`src/rtl/alu_pkg.sv`:
```
// ============================================================================
// Module  : alu_pkg
// Purpose : Shared ALUop codes, arbiter FSM states and default widths.
//           Optional feature macro used by this slice: ALU_ARB_RR_EN.
// Rev     : 1.0  initial release
// ============================================================================
`default_nettype none

package alu_pkg;

    localparam int DW_DEF  = 32;
    localparam int OPW_DEF = 4;

    localparam logic [3:0] ALU_ADD = 4'b0000;
    localparam logic [3:0] ALU_SUB = 4'b0001;
    localparam logic [3:0] ALU_AND = 4'b0010;
    localparam logic [3:0] ALU_OR  = 4'b0011;

    typedef enum logic [1:0] {
        IDLE = 2'd0,
        EXEC = 2'd1,
        RESP = 2'd2
    } arb_state_t;

endpackage : alu_pkg

`default_nettype wire

```
`src/rtl/alu_arb_pick.sv`:
```
// ============================================================================
// Module  : alu_arb_pick
// Purpose : Two-way grant selection. ALU_ARB_RR_EN selects round-robin,
//           otherwise fixed priority with port 0 winning contention.
// Rev     : 1.0  initial release
// ============================================================================
`default_nettype none

module alu_arb_pick
    import alu_pkg::*;
(
    input  logic valid0_i,
    input  logic valid1_i,
`ifdef ALU_ARB_RR_EN
    input  logic last_grant_i,
`endif
    output logic grant_o,
    output logic any_o
);

    assign any_o = valid0_i | valid1_i;

`ifdef ALU_ARB_RR_EN
    // On contention hand the grant to whichever port did not win last time.
    assign grant_o = (valid0_i && valid1_i) ? ~last_grant_i : valid1_i;
`else
    assign grant_o = valid1_i & ~valid0_i;
`endif

endmodule : alu_arb_pick

`default_nettype wire

```
`src/rtl/alu_arbiter.sv`:
```
// ============================================================================
// Module  : alu_arbiter
// Purpose : Two-port arbiter/sequencer for the shared ALU (IDLE->EXEC->RESP).
//           Define ALU_ARB_RR_EN for round-robin, else fixed priority.
// Rev     : 1.0  initial release
// ============================================================================
`default_nettype none

module alu_arbiter
    import alu_pkg::*;
#(
    parameter int DW  = DW_DEF,
    parameter int OPW = OPW_DEF
) (
    input  logic           clk,
    input  logic           rst_n,

    input  logic           req0_valid_i,
    output logic           req0_ready_o,
    input  logic [DW-1:0]  req0_a_i,
    input  logic [DW-1:0]  req0_b_i,
    input  logic [OPW-1:0] req0_op_i,

    input  logic           req1_valid_i,
    output logic           req1_ready_o,
    input  logic [DW-1:0]  req1_a_i,
    input  logic [DW-1:0]  req1_b_i,
    input  logic [OPW-1:0] req1_op_i,

    output logic           rsp0_valid_o,
    input  logic           rsp0_ready_i,
    output logic           rsp1_valid_o,
    input  logic           rsp1_ready_i,
    output logic [DW-1:0]  rsp_result_o,
    output logic           rsp_zero_o,

    output logic [DW-1:0]  alu_srca_o,
    output logic [DW-1:0]  alu_srcb_o,
    output logic [OPW-1:0] alu_op_o,
    input  logic [DW-1:0]  alu_result_i,
    input  logic           alu_zero_i,

    output logic           busy_o
);

    arb_state_t     state_q, state_d;
    logic [DW-1:0]  a_q, a_d;
    logic [DW-1:0]  b_q, b_d;
    logic [OPW-1:0] op_q, op_d;
    logic           tag_q, tag_d;
    logic [DW-1:0]  result_q, result_d;
    logic           zero_q, zero_d;
    logic           grant;
    logic           any;
    logic           idle;
    logic           rsp_taken;

`ifdef ALU_ARB_RR_EN
    logic           last_grant_q, last_grant_d;
`endif

    alu_arb_pick u_pick (
        .valid0_i     (req0_valid_i),
        .valid1_i     (req1_valid_i),
`ifdef ALU_ARB_RR_EN
        .last_grant_i (last_grant_q),
`endif
        .grant_o      (grant),
        .any_o        (any)
    );

    assign idle      = (state_q == IDLE);
    assign rsp_taken = tag_q ? rsp1_ready_i : rsp0_ready_i;

    // Readies are masked by reset so nothing looks accepted while held in reset.
    assign req0_ready_o = rst_n & idle & any & ~grant;
    assign req1_ready_o = rst_n & idle & any &  grant;

    assign rsp0_valid_o = (state_q == RESP) & ~tag_q;
    assign rsp1_valid_o = (state_q == RESP) &  tag_q;
    assign rsp_result_o = result_q;
    assign rsp_zero_o   = zero_q;

    assign alu_srca_o   = a_q;
    assign alu_srcb_o   = b_q;
    assign alu_op_o     = op_q;

    assign busy_o       = ~idle;

    always_comb begin
        state_d  = state_q;
        a_d      = a_q;
        b_d      = b_q;
        op_d     = op_q;
        tag_d    = tag_q;
        result_d = result_q;
        zero_d   = zero_q;
`ifdef ALU_ARB_RR_EN
        last_grant_d = last_grant_q;
`endif
        case (state_q)
            IDLE: begin
                if (any) begin
                    a_d     = grant ? req1_a_i  : req0_a_i;
                    b_d     = grant ? req1_b_i  : req0_b_i;
                    op_d    = grant ? req1_op_i : req0_op_i;
                    tag_d   = grant;
`ifdef ALU_ARB_RR_EN
                    last_grant_d = grant;
`endif
                    state_d = EXEC;
                end
            end
            EXEC: begin
                result_d = alu_result_i;
                zero_d   = alu_zero_i;
                state_d  = RESP;
            end
            RESP: begin
                if (rsp_taken) begin
                    state_d = IDLE;
                end
            end
            default: state_d = IDLE;
        endcase
    end

    always_ff @(posedge clk or negedge rst_n) begin
        if (!rst_n) begin
            state_q  <= IDLE;
            a_q      <= '0;
            b_q      <= '0;
            op_q     <= '0;
            tag_q    <= 1'b0;
            result_q <= '0;
            zero_q   <= 1'b0;
`ifdef ALU_ARB_RR_EN
            last_grant_q <= 1'b1;
`endif
        end else begin
            state_q  <= state_d;
            a_q      <= a_d;
            b_q      <= b_d;
            op_q     <= op_d;
            tag_q    <= tag_d;
            result_q <= result_d;
            zero_q   <= zero_d;
`ifdef ALU_ARB_RR_EN
            last_grant_q <= last_grant_d;
`endif
        end
    end

endmodule : alu_arbiter

`default_nettype wire

```
`config.mk`:
```
export PLATFORM = sky130hd
export DESIGN_NAME = alu_arbiter
export DESIGN_NICKNAME = d
export VERILOG_FILES = /design/src/rtl/alu_pkg.sv /design/src/rtl/alu_arb_pick.sv /design/src/rtl/alu_arbiter.sv
export SDC_FILE = /design/constraint.sdc
export NUM_CORES = 1
export LEC_CHECK = 0
export ABC_AREA = 1
export BUFFER_PORTS_ARGS = -buffer_cell sky130_fd_sc_hd__buf_2
export CAP_MARGIN = 20
export CORE_MARGIN = 5
export CORE_UTILIZATION = 45
export CTS_CLUSTER_DIAMETER = 80
export CTS_CLUSTER_SIZE = 24
export DETAILED_ROUTE_END_ITERATION = 8
export PLACE_DENSITY = 0.81
export SKIP_LAST_GASP = 1
export SYNTH_ARGS = -nofsm -noshare
export SYNTH_HDL_FRONTEND = slang
export SYNTH_SLANG_ARGS = --single-unit
```
`constraint.sdc`:
```
create_clock -name clk -period 1.2 [get_ports clk]
set_input_delay 0.06 -clock clk [delete_from_list [all_inputs] [get_ports clk]]
set_output_delay 0.06 -clock clk [all_outputs]
set_load 0.05 [all_outputs]
```
**Word-level counts from Yosys, hierarchy flattened**

Cells that the tools add are included.

- Register bits: 104
- Input port bits: 175
- Output and inout bits: 106
- Logic and storage cells: 33

- Eq/ne operators: 4
- Muxes and demuxes: 7
- Bitwise gates (word level): 12
- Reductions and logical operators: 3

Operators with widths:

| kind | number |
|---|---|
| two-way mux 32 bit | 2 |
| bitwise AND 1 bit | 7 |
| one-hot mux 2 bit (3 select lines) | 1 |
| two-way mux 2 bit | 2 |
| two-way mux 4 bit | 1 |
| != test 2 bit (second input constant) | 2 |
| inverter 1 bit | 4 |
| AND reduction 2 bit | 2 |
| == test 2 x 1 -> 1 bit (second input constant) | 1 |
| == test 2 bit (second input constant) | 1 |
| zero test 2 bit | 1 |
| two-way mux 1 bit | 1 |
| bitwise OR 1 bit | 1 |

**Logic depth before layout (Yosys ltp)**

Gate-level depths: netlist of run 1.

- Word-level depth: 4
- Gate-level depth with buffers: 9
- Depth with buffers taken out: 6

**Modules after synthesis**

Synthesis of run 1 repeated with hierarchy kept, for this count alone.

- Cell total of the unflattened synthesis: 678
- Area, all modules: 4,929.7 µm²

By module, submodules not included:

| module | times used | cells each | area each (µm²) | sequential area each (µm²) |
|---|---|---|---|---|
| alu_arbiter | 1 | 674 | 4,914.7 | 2,602.5 |
| alu_arb_pick | 1 | 4 | 15.0 | 0.0 |

**Least setup slack after synthesis of run 1**

Ideal clock, no wire load.

- Path kind: reg2out
- From: register state_q[0]
- To: output req0_ready_o
- Data arrival time: 1.960 ns
- Required time: 1.140 ns
- Setup slack: -0.820 ns
- Stages on the path, launching flop included: 5
- Cells stage by stage: dfrtp_1 buf_6 nor2_4 inv_1 nor3_1

- Cells in the longest elaborated chain, start to end: 4

RTL lines:

| element | line | RTL |
|---|---|---|
| from (decl) | alu_arbiter.sv:46 | `arb_state_t state_q, state_d;` |
| from (signal assigned) | alu_arbiter.sv:141 | `state_q <= state_d;` |
| zero test 2 bit | alu_arbiter.sv:72 | `assign idle = (state_q == IDLE);` |
| bitwise AND 1 bit (3 in series) | alu_arbiter.sv:76 | `assign req0_ready_o = rst_n & idle & any & ~grant;` |
| to (decl) | alu_arbiter.sv:19 | `output logic req0_ready_o,` |

No other way between the ends.

**Worst setup path after layout of run 1**

- From: register state_q[1]
- To: output rsp1_valid_o

- Cells in the longest elaborated chain, start to end: 2

RTL lines:

| element | line | RTL |
|---|---|---|
| == test 2 bit | alu_arbiter.sv:80 | `assign rsp1_valid_o = (state_q == RESP) & tag_q;` |
| bitwise AND 1 bit | alu_arbiter.sv:80 |  |
| to (decl) | alu_arbiter.sv:32 | `output logic rsp1_valid_o,` |

No other way between the ends.

==> results of run 1 <==
[worst reg2reg max path, stage by stage (launching register included)]
cell	delay (ns)
dfrtp_2	0.45
nor2_4	0.17
buf_6	0.14
nand2_8	0.10
inv_12	0.09
buf_12	0.14
buf_6	0.14
nand2_1	0.08
nand2_2	0.06
[timing repair]
item / in CTS / in global routing
setup endpoints to repair: 61 / 106
hold buffers: 93 / 1
setup buffers: 16 / 5
hold endpoints to repair: 187 / 1
gates cloned: 12 / 4
pin swaps: 27 / 47
gates resized for setup: 69 / 70
[cells in the mapped netlist]
library cell	n	area, um2
nand2_1	413	1550
dfrtp_1	104	2603
nand3_1	101	505.5
buf_2	26	130.1
clkbuf_1	13	48.80
buf_6	3	33.78
inv_1	3	11.26
inv_2	3	11.26
buf_1	2	7.510
buf_4	2	15.01
nor2_1	2	7.510
nor3_1	2	10.01
inv_4	1	6.260
nand2_4	1	11.26
nor2_4	1	11.26
o21ai_0	1	5.000
o21ai_1	1	5.000
or2_2	1	6.260
[layout make-up]
cell class              instances  area, um2  area share
clock inverters                 6      75.07    0.008744
clock buffers                  10      137.6     0.01603
inverters                       7      41.29    0.004809
flip-flops and latches        104       2604      0.3033
repair buffers                420       3113      0.3626
multi-input cells             523       2440      0.2842
well taps                     140      175.2     0.02040
[worst max-delay path by stage]
stage                   endpoint  slack (ns)  depth (start not counted)
global placement    rsp1_valid_o       -0.04                          3
detailed placement  rsp1_valid_o       -0.06                          3
finish              rsp1_valid_o       -0.24                          4
global route        rsp1_valid_o       -0.29                          4
CTS                 rsp1_valid_o       -0.24                          3
floorplan           req0_ready_o       -0.23                          4
[registers in the layout (all words and copies together), names as in the netlist]
register      cells
state_q           2
rsp_result_o     32
alu_srca_o       32
rsp_zero_o        1
alu_srcb_o       32
alu_op_o          4
tag_q             1
[layer usage]
layer | global-route usage | vias to the layer above | routed length [um]
li1 | - | 2888 | -
met1 | 0.3440 | 2951 | 7509
met2 | 0.5096 | 410 | 10210
met3 | 0.07895 | 92 | 2025
met4 | 0.1393 | 0 | 1087
met5 | 0 | - | 0
[power groups by stage]
stage          clock [mW]  combinational (mW)  sequential [mW]
2_1_floorplan           0                3.56             11.8
3_3_place_gp            0                12.6             6.13
3_5_place_dp            0                12.8             6.14
4_1_cts              2.36                15.7             6.18
5_1_grt              2.53                16.9             6.50
6_report             2.36                16.0             6.32
[through the flow]
step	util	TNS [ns]	hold WS [ns]	cell area, um2
after floorplan	-	-0.4652	-0.2356	5016
after global placement	0.6112	-0.04860	0.1786	6625
after detailed placement	0.6112	-0.3131	0.1834	6625
after CTS	0.7806	-13.55	0.00008085	8462
after global routing	0.7920	-17.23	0.008792	8586
final	0.7920	-11.84	0.006578	8586
[logic make-up (layout without fill, tap and decap cells)]
family | after synthesis | count (layout)
buffers and inverters | 53 | 443
DFF | 104 | 104
and+or+nand+nor | 521 | 521
AOI/OAI and AO/OA | 2 | 2
==> summary.md, run 1 <==
| Metric | Value |
|---|---|
| Die Y-Extent | 115.2 um |
| Internal | 11.20 mW |
| Relative slew slack | 0.6057 |
| Crit path largest cell delay | 0.42 ns |
| Total Routing Usage GR | 0.2964 |
| Reg2reg setup slack | -0.21 ns |
| Part of the power in registers | 0.256 |
| Drc violations | 0 |
| Clock-pin slew on the worst setup and hold paths | 0.10 ns |
| Fin crit share | 1.202 |
| RSZ-0062 raised after global routing | true |
| Placed insts | 1074 |
| Overflow after GRT | 0 |
| Mean Syn Cell Area | 7.321 um2 |
| Warnings, synthesis | 0 |
| WL/cell | 17.21 um |
| MaxCap Viol Count | 0 |
| Flops & latches, synth | 104 |
| Post-Synth Adder-Cell Area | 0 |
| Vias after detailed routing | 6341 |
| Power share of the clock group | 0.096 |
| Final setup fails | 75 |
| Leak pwr | 4.949 nW |
| Root buf cell | clkbuf_8 |
| Initial core utilization | 0.4593 |
| Worst reg2reg path depth | 8 |
| Antenna violations before repair | 0 |
| Post-synthesis compound-gate area fraction | 0.002011 |
| Placement Rows | 38 |
| Via/cell ratio | 5.240 |
| Vias in the first global route | 6241 |
| Clock sinks | 104 |
| Synthesis-to-finish area growth | 72.46% |
| Final Non-Filler Cells | 1210 |
| Sw Share | 0.5461 |
| Peak VDD IR | 2.058 mV |
| Comb power frac | 0.648 |
| Crit path buf inv count | 2 |
| FF-to-FF Start | state_q[0] |
| CP top delay family | flip-flops |
| Post-DP HPWL | 11640 um |
| Largest family of logic cells by synthesized area | simple AND/OR/NAND/NOR gates |
| Clock latency on the worst-skew pair | 0.37 ns |
| R2r endpoint | alu_srca_o[20] |
| Critical path peak fanout | 3 |
| Port buffer count | 280 |
| Cells after Synth | 680 |
| H-Tree Level Count | 3 |
| Register area share after synthesis | 0.5227 |
| Hold path endpoint | alu_srcb_o[19] |
| Failing checks | negative setup slack |
| Largest net degree at the start of global routing | 105 |
| Post-route clock skew | 0.008829 ns |
| Mapped Nets | 855 |
| Post-Synthesis Cell Area | 4979 um2 |
| Worst Hold Depth | 5 |
| Nets | 1240 |
| Actual slew at the worst max-slew pin | 0.5914 ns |
| Hold Crit Class | in2reg |
| Die ar. | 13270 um2 |
| CTS tree | done |
| Pwr Total | 24.68 mW |
| Most frequent cells in the layout | nand2_1, buf_2, dfrtp_1 |
| Hold Startpoint | req0_b_i[19] |
| Number of antenna cells inserted | 0 |
| Setup WS post-layout | -0.2426 ns |
| Final Slew Violations | 0 |
| Tmin final | 1.443 ns |
| Power Dens Cells | 2874 nW/um2 |
| Synth cell types | 18 |
| Core area | 10840 um2 |
| Top-level I/O count | 281 |
| CP Data Arrival Time | 1.38 ns |
| CTS buffer count | 9 |
| Fillers | 690 |
| Post-synthesis mux area share | 0 |
| P_sw | 13.48 mW |
| Fmax | 0.6932 GHz |
| DRT Pass-1 Iters | 5 |
| Initial DRC count | 587 |
| Most common cell after layout, fill and taps aside | nand2_1 |
| Max Buffers Root-to-Sink | 2 |
| Post-route ant nets | 0 |
| Req. time, crit path | 1.14 ns |
| Layout cell share with drive strength beyond 1 | 0.4009 |
| Pre-CTS WS | -0.05707 ns |
| Routability cong. | 0.8551 |
| Critical path class | reg2out |
| CP max stage cell | dfrtp_1 |
| Synth Area in XOR/XNOR | 0 |
| Critical Path, Cell by Cell | inv_2 > or2_4 > nor2_4 > buf_8 |
| Hold Fails Final Rpt | 0 |
| Synth Area in Simple Gates | 0.4222 |
| Status | finished with violations |
| Routed wire length | 20830 um |
| Crit path launch type | register |
| Crit. End Element | output port |
| First-pass GRT wire length | 30770 um |
| CP startpoint | state_q[1] |
| Horiz. Die Dim | 115.2 um |
(Power assumes the default switching activity.)
==> run 2, diff against run 1 <==
TNS_END_PERCENT = 30   (was not set)
==> run 2 against run 1 <==
Compared with the run above:
- the flow still finishes with violations (negative setup slack)
- maximum frequency rose by 0.65%
- clock power barely moved
- die area did not move
- combinational power fell by 15%
- non-clock buffer count fell by 7
- critical path depth fell by 1
- largest cell class unchanged
- highest routed layer unchanged
==> summary.md, run 2 (synthesis results as in run 1) <==
| Metric | Value |
|---|---|
| Status | finished with violations |
| Failing checks | negative setup slack |
| Layout cell share with drive strength beyond 1 | 0.3133 |
| Leak pwr | 4.710 nW |
| Antenna violations before repair | 1 |
| Top-level I/O count | 281 |
| Most common cell after layout, fill and taps aside | nand2_1 |
| Max Buffers Root-to-Sink | 2 |
| Critical Path, Cell by Cell | or2_4 > nor2_2 > buf_6 |
| Tmin final | 1.433 ns |
| Largest net degree at the start of global routing | 105 |
| Req. time, crit path | 1.14 ns |
| Crit. End Element | output port |
| Total Routing Usage GR | 0.2907 |
| Nets | 1233 |
| Final instance area | 8069 um2 |
| Synthesis-to-finish area growth | 62.08% |
| First-pass GRT wire length | 30370 um |
| Die Y-Extent | 115.2 um |
| Crit path to | rsp1_valid_o |
| Actual slew at the worst max-slew pin | 0.5683 ns |
| CTS tree | done |
| Hold Fails Final Rpt | 0 |
| Clock sinks | 104 |
| Total Neg Setup Slack | -5.719 ns |
| Root buf cell | clkbuf_8 |
| Worst reg2reg path depth | 6 |
| MaxCap Viol Count | 0 |
| Post-DP HPWL | 11550 um |
| Port buffer count | 280 |
| Reg2reg setup slack | -0.10 ns |
| Fin crit share | 1.194 |
| WL/cell | 16.48 um |
| Overflow after GRT | 0 |
| Register area | 2604 um2 |
| Pre-CTS WS | -0.009420 ns |
| CP startpoint | state_q[0] |
| H-Tree Level Count | 3 |
| DRT Pass-1 Iters | 5 |
| Clock latency on the worst-skew pair | 0.38 ns |
| Crit path launch type | register |
| Placement Rows | 38 |
| Routed wire length | 19840 um |
| CP max stage cell | dfrtp_2 |
| Hold Crit Class | in2reg |
| Critical path class | reg2out |
| Most frequent cells in the layout | nand2_1, buf_2, dlygate4sd3_1 |
| Clock-pin slew on the worst setup and hold paths | 0.11 ns |
| Fmax | 0.6977 GHz |
| Initial DRC count | 551 |
| Post-route ant nets | 0 |
| Drc violations | 0 |
| Power Dens Cells | 2744 nW/um2 |
| Setup WS post-layout | -0.2333 ns |
| Via/cell ratio | 5.129 |
| Routability cong. | 0.8522 |
| R2r endpoint | alu_srca_o[17] |
| Critical path peak fanout | 4 |
| Core area | 10840 um2 |
| Final Slew Violations | 0 |
| Hold Startpoint | req0_b_i[6] |
| Post-route clock skew | 0.01979 ns |
| Vias in the first global route | 6268 |
| Pwr Total | 22.14 mW |
| CP Data Arrival Time | 1.37 ns |
| Final setup fails | 77 |
| Initial core utilization | 0.4593 |
| CTS buffer count | 9 |
| Crit path largest cell delay | 0.46 ns |
| Vias after detailed routing | 6175 |
| DP Area | 6608 um2 |
| Relative slew slack | 0.6211 |
| RSZ-0062 raised after global routing | true |
| FF-to-FF Start | state_q[0] |
| Horiz. Die Dim | 115.2 um |
| Fillers | 760 |
| Multi-input gate area | 2158 um2 |
| Peak VDD IR | 2.244 mV |
| Die ar. | 13270 um2 |
[run 2: cell count changes in the layout (fill, tap and decap cells not counted), moves of 3 or more]
cell	change
buf_12	-4
buf_16	-6
buf_4	-3
buf_6	-6
buf_8	-4
dlygate4sd3_1	+16
nand2_1	+73
nand2_2	-56
nand2_4	-16
[run 2: power by group]
group / leakage (nW) / internal, mW / switching [mW]
registers: 1.29 / 5.20 / 1.01
logic: 3.32 / 3.51 / 10.1
clock network: 0.104 / 1.01 / 1.32
total: 4.71 / 9.72 / 12.4
[run 2: repair_timing]
action / CTS / global route
hold endpoints to repair: 200 / 0
hold buffers: 110 / 0
buffers inserted: 1 / 0
cloned: 0 / 3
pin swaps: 1 / 1
setup endpoints to repair: 10 / 103
gates resized for setup: 11 / 10
[run 2: critical path, delay by kind of cell, from the launching register on]
| family | cells | cell delay, ns |
|---|---|---|
| buffers and inverters | 1 | 0.16 |
| AND/OR/NAND/NOR | 2 | 0.39 |
| flip-flops | 1 | 0.46 |
[run 2: per-layer routing]
metal	global-route usage	wire, um
met1	0.3250	7242
met2	0.4981	9905
met3	0.07421	1606
met4	0.1737	1090
met5	0	0
[run 2: layout make-up]
type / instances / area share
inverters: 7 / 0.005117
well taps: 140 / 0.02171
diodes: 1 / 0.0003101
clock inverters: 7 / 0.01070
clock buffers: 9 / 0.01535
multi-input cells: 523 / 0.2675
repair buffers: 413 / 0.3566
flip-flops and latches: 104 / 0.3227
[run 2: worst min-delay path by stage]
stage | cells after the start | slack [ns] | to
floorplan | 0 | -0.24 | alu_op_o[0]
global placement | 2 | 0.20 | alu_srca_o[0]
detailed placement | 2 | 0.20 | alu_srca_o[4]
CTS | 5 | 0.0003 | alu_srcb_o[9]
global route | 5 | 0.002 | alu_srcb_o[7]
finish | 5 | 0.004 | alu_srcb_o[6]
[run 2: metrics by stage]
step / cells / hold slack (ns) / util
2_1_floorplan: 680 / -0.2356 / -
3_3_place_gp: 1073 / 0.1996 / 0.6095
3_5_place_dp: 1073 / 0.2048 / 0.6095
4_1_cts: 1200 / 0.0002920 / 0.7342
5_1_grt: 1204 / 0.002290 / 0.7443
6_report: 1204 / 0.004157 / 0.7443
==> run 3, diff against run 2 <==
CAP_MARGIN = 0   (was 20)
CTS_BUF_LIST = sky130_fd_sc_hd__clkbuf_4 sky130_fd_sc_hd__clkbuf_8   (was not set)
clock period = 1.4 ns   (was 1.2 ns; I/O delays follow)
==> run 3 against run 2 <==
Compared with the run above:
- the run still ends with negative setup slack left
- combinational power down 18%
- die area did not move
- flip-flop and latch count stayed put
- hold slack better by 0.0096 ns
- sequential share of layout area is 1.8 points higher
- utilization is 4.0 points lower
==> summary.md, run 3 (synthesis results as in run 1) <==
| Metric | Value |
|---|---|
| Status | finished with violations |
| Failing checks | negative setup slack |
| Most frequent cells in the layout | nand2_1, buf_2, dfrtp_1 |
| H-Tree Level Count | 3 |
| Largest net degree at the start of global routing | 105 |
| Layout cell share with drive strength beyond 1 | 0.3220 |
| Routed wire length | 18270 um |
| Number of antenna cells inserted | 0 |
| Relative slew slack | 0.6160 |
| Placed insts | 1074 |
| MaxCap Viol Count | 0 |
| Crit path launch type | register |
| Setup WS post-layout | -0.05040 ns |
| Vias in the first global route | 5721 |
| Horiz. Die Dim | 115.2 um |
| Power Dens Cells | 2429 nW/um2 |
| Comb power frac | 0.605 |
| Part of the power in registers | 0.286 |
| Power share of the clock group | 0.109 |
| Synthesis-to-finish area growth | 53.41% |
| Clock-pin slew on the worst setup and hold paths | 0.09 ns |
| Crit path largest cell delay | 0.45 ns |
| WL/cell | 15.60 um |
| Port buffer count | 280 |
| Actual slew at the worst max-slew pin | 0.5760 ns |
| Fin crit share | 1.036 |
| Hold Crit Class | in2reg |
| P_sw | 10.34 mW |
| CP top delay family | flip-flops |
| Via/cell ratio | 5.012 |
| Die Y-Extent | 115.2 um |
| Initial core utilization | 0.4593 |
| Sw Share | 0.5576 |
| Vias after detailed routing | 5869 |
| CP Data Arrival Time | 1.38 ns |
| Req. time, crit path | 1.33 ns |
| Post-DP HPWL | 11770 um |
| Internal | 8.205 mW |
| DRT Pass-1 Iters | 5 |
| Final Slew Violations | 0 |
| Overflow after GRT | 0 |
| Die ar. | 13270 um2 |
| Total Routing Usage GR | 0.2698 |
| Initial DRC count | 532 |
| Clock latency on the worst-skew pair | 0.36 ns |
| Total Neg Setup Slack | -0.1005 ns |
| Final setup fails | 2 |
| Antenna violations before repair | 0 |
| Most common cell after layout, fill and taps aside | nand2_1 |
| Top-level I/O count | 281 |
| Pre-CTS WS | 0.1490 ns |
| Drc violations | 0 |
| CTS tree | done |
| Post-route clock skew | 0.008269 ns |
| Critical Path, Cell by Cell | or2_4 > nor2_4 > buf_8 |
| Fmax | 0.6895 GHz |
| Placement Rows | 38 |
| Root buf cell | clkbuf_8 |
| Critical path class | reg2out |
| Critical path peak fanout | 4 |
| Crit path buf inv count | 1 |
| RSZ-0062 raised after global routing | true |
| Final Non-Filler Cells | 1171 |
| Core area | 10840 um2 |
| Peak VDD IR | 1.680 mV |
| Nets | 1202 |
| Tmin final | 1.450 ns |
| CP max stage cell | dfrtp_2 |
| Post-route ant nets | 0 |
| CTS buffer count | 9 |
| Hold Fails Final Rpt | 0 |
| Crit. End Element | output port |
| First-pass GRT wire length | 28360 um |
| Clock sinks | 104 |
| Routability cong. | 0.8725 |
| Max Buffers Root-to-Sink | 2 |
| Leak pwr | 4.542 nW |
run 3: cell count changes in the layout (fill, tap and decap cells not counted), moves of 3 or more:
cell | previous run | this run
buf_12 | 9 | 6
clkbuf_16 | 3 | 0
buf_6 | 6 | 3
buf_4 | 11 | 18
dlygate4sd3_1 | 110 | 79
run 3: path summary, 6_finish.rpt:
path / from / end / slack [ns] / depth (start not counted)
min in group asynchronous: rst_n / alu_srca_o[7] / 0.32 / 3
min: req0_a_i[8] / alu_srca_o[8] / 0.01 / 5
max: state_q[0] / rsp1_valid_o / -0.05 / 3
max reg2reg: state_q[1] / rsp_result_o[10] / 0.05 / 6
max in group asynchronous: rst_n / state_q[0] / 0.59 / 3
min reg2reg: rsp_result_o[22] / rsp_result_o[22] / 0.48 / 2
run 3: metrics by stage:
step	cell area (um2)	hold slack, ns	util	total power, mW
after floorplan	5001	-0.2256	-	13.14
after global placement	6573	0.1984	0.6063	15.89
after CTS	7626	0.0001497	0.7035	18.41
after detailed placement	6573	0.2007	0.6063	16.09
final	7637	0.01374	0.7045	18.55
after global routing	7637	0.02206	0.7045	19.54
run 3: cell type report:
class / instances / area [um2]
well taps: 140 / 175.2
multi-input cells: 523 / 2150
clock inverters: 4 / 70.07
inverters: 7 / 28.78
fillers: 815 / 3203
repair buffers: 382 / 2471
flip-flops and latches: 104 / 2604
clock buffers: 11 / 138.9
run 3: metal layers:
layer | global-route usage | wire (um) | vias to the layer above
met5 | 0 | 0 | -
met4 | 0.1416 | 745 | 0
met2 | 0.4618 | 9262 | 323
li1 | - | - | 2797
met1 | 0.3203 | 6923 | 2690
met3 | 0.05368 | 1341 | 59
run 3: timing repair:
| item | in CTS | in global routing |
|---|---|---|
| pin swaps | 2 | 3 |
| setup buffers | 2 | 1 |
| setup endpoints to repair | 5 | 8 |
| gates resized for setup | 14 | 1 |
| hold buffers | 79 | 0 |
| endpoints found under the hold margin | 182 | 0 |
run 3: worst register-to-register path, delay by kind of cell, from the launching register on:
kind	cells	cell delay, ns
buffers and inverters	3	0.45
flip-flops	1	0.43
AND/OR/NAND/NOR	3	0.37
run 3: power by group through the flow:
| stage | logic [mW] | clock network, mW | registers [mW] |
|---|---|---|---|
| 5_1_grt | 11.9 | 2.18 | 5.46 |
| 3_3_place_gp | 10.7 | 0 | 5.24 |
| 3_5_place_dp | 10.8 | 0 | 5.26 |
| 2_1_floorplan | 3.02 | 0 | 10.1 |
| 6_report | 11.2 | 2.02 | 5.30 |
| 4_1_cts | 11.1 | 2.06 | 5.24 |
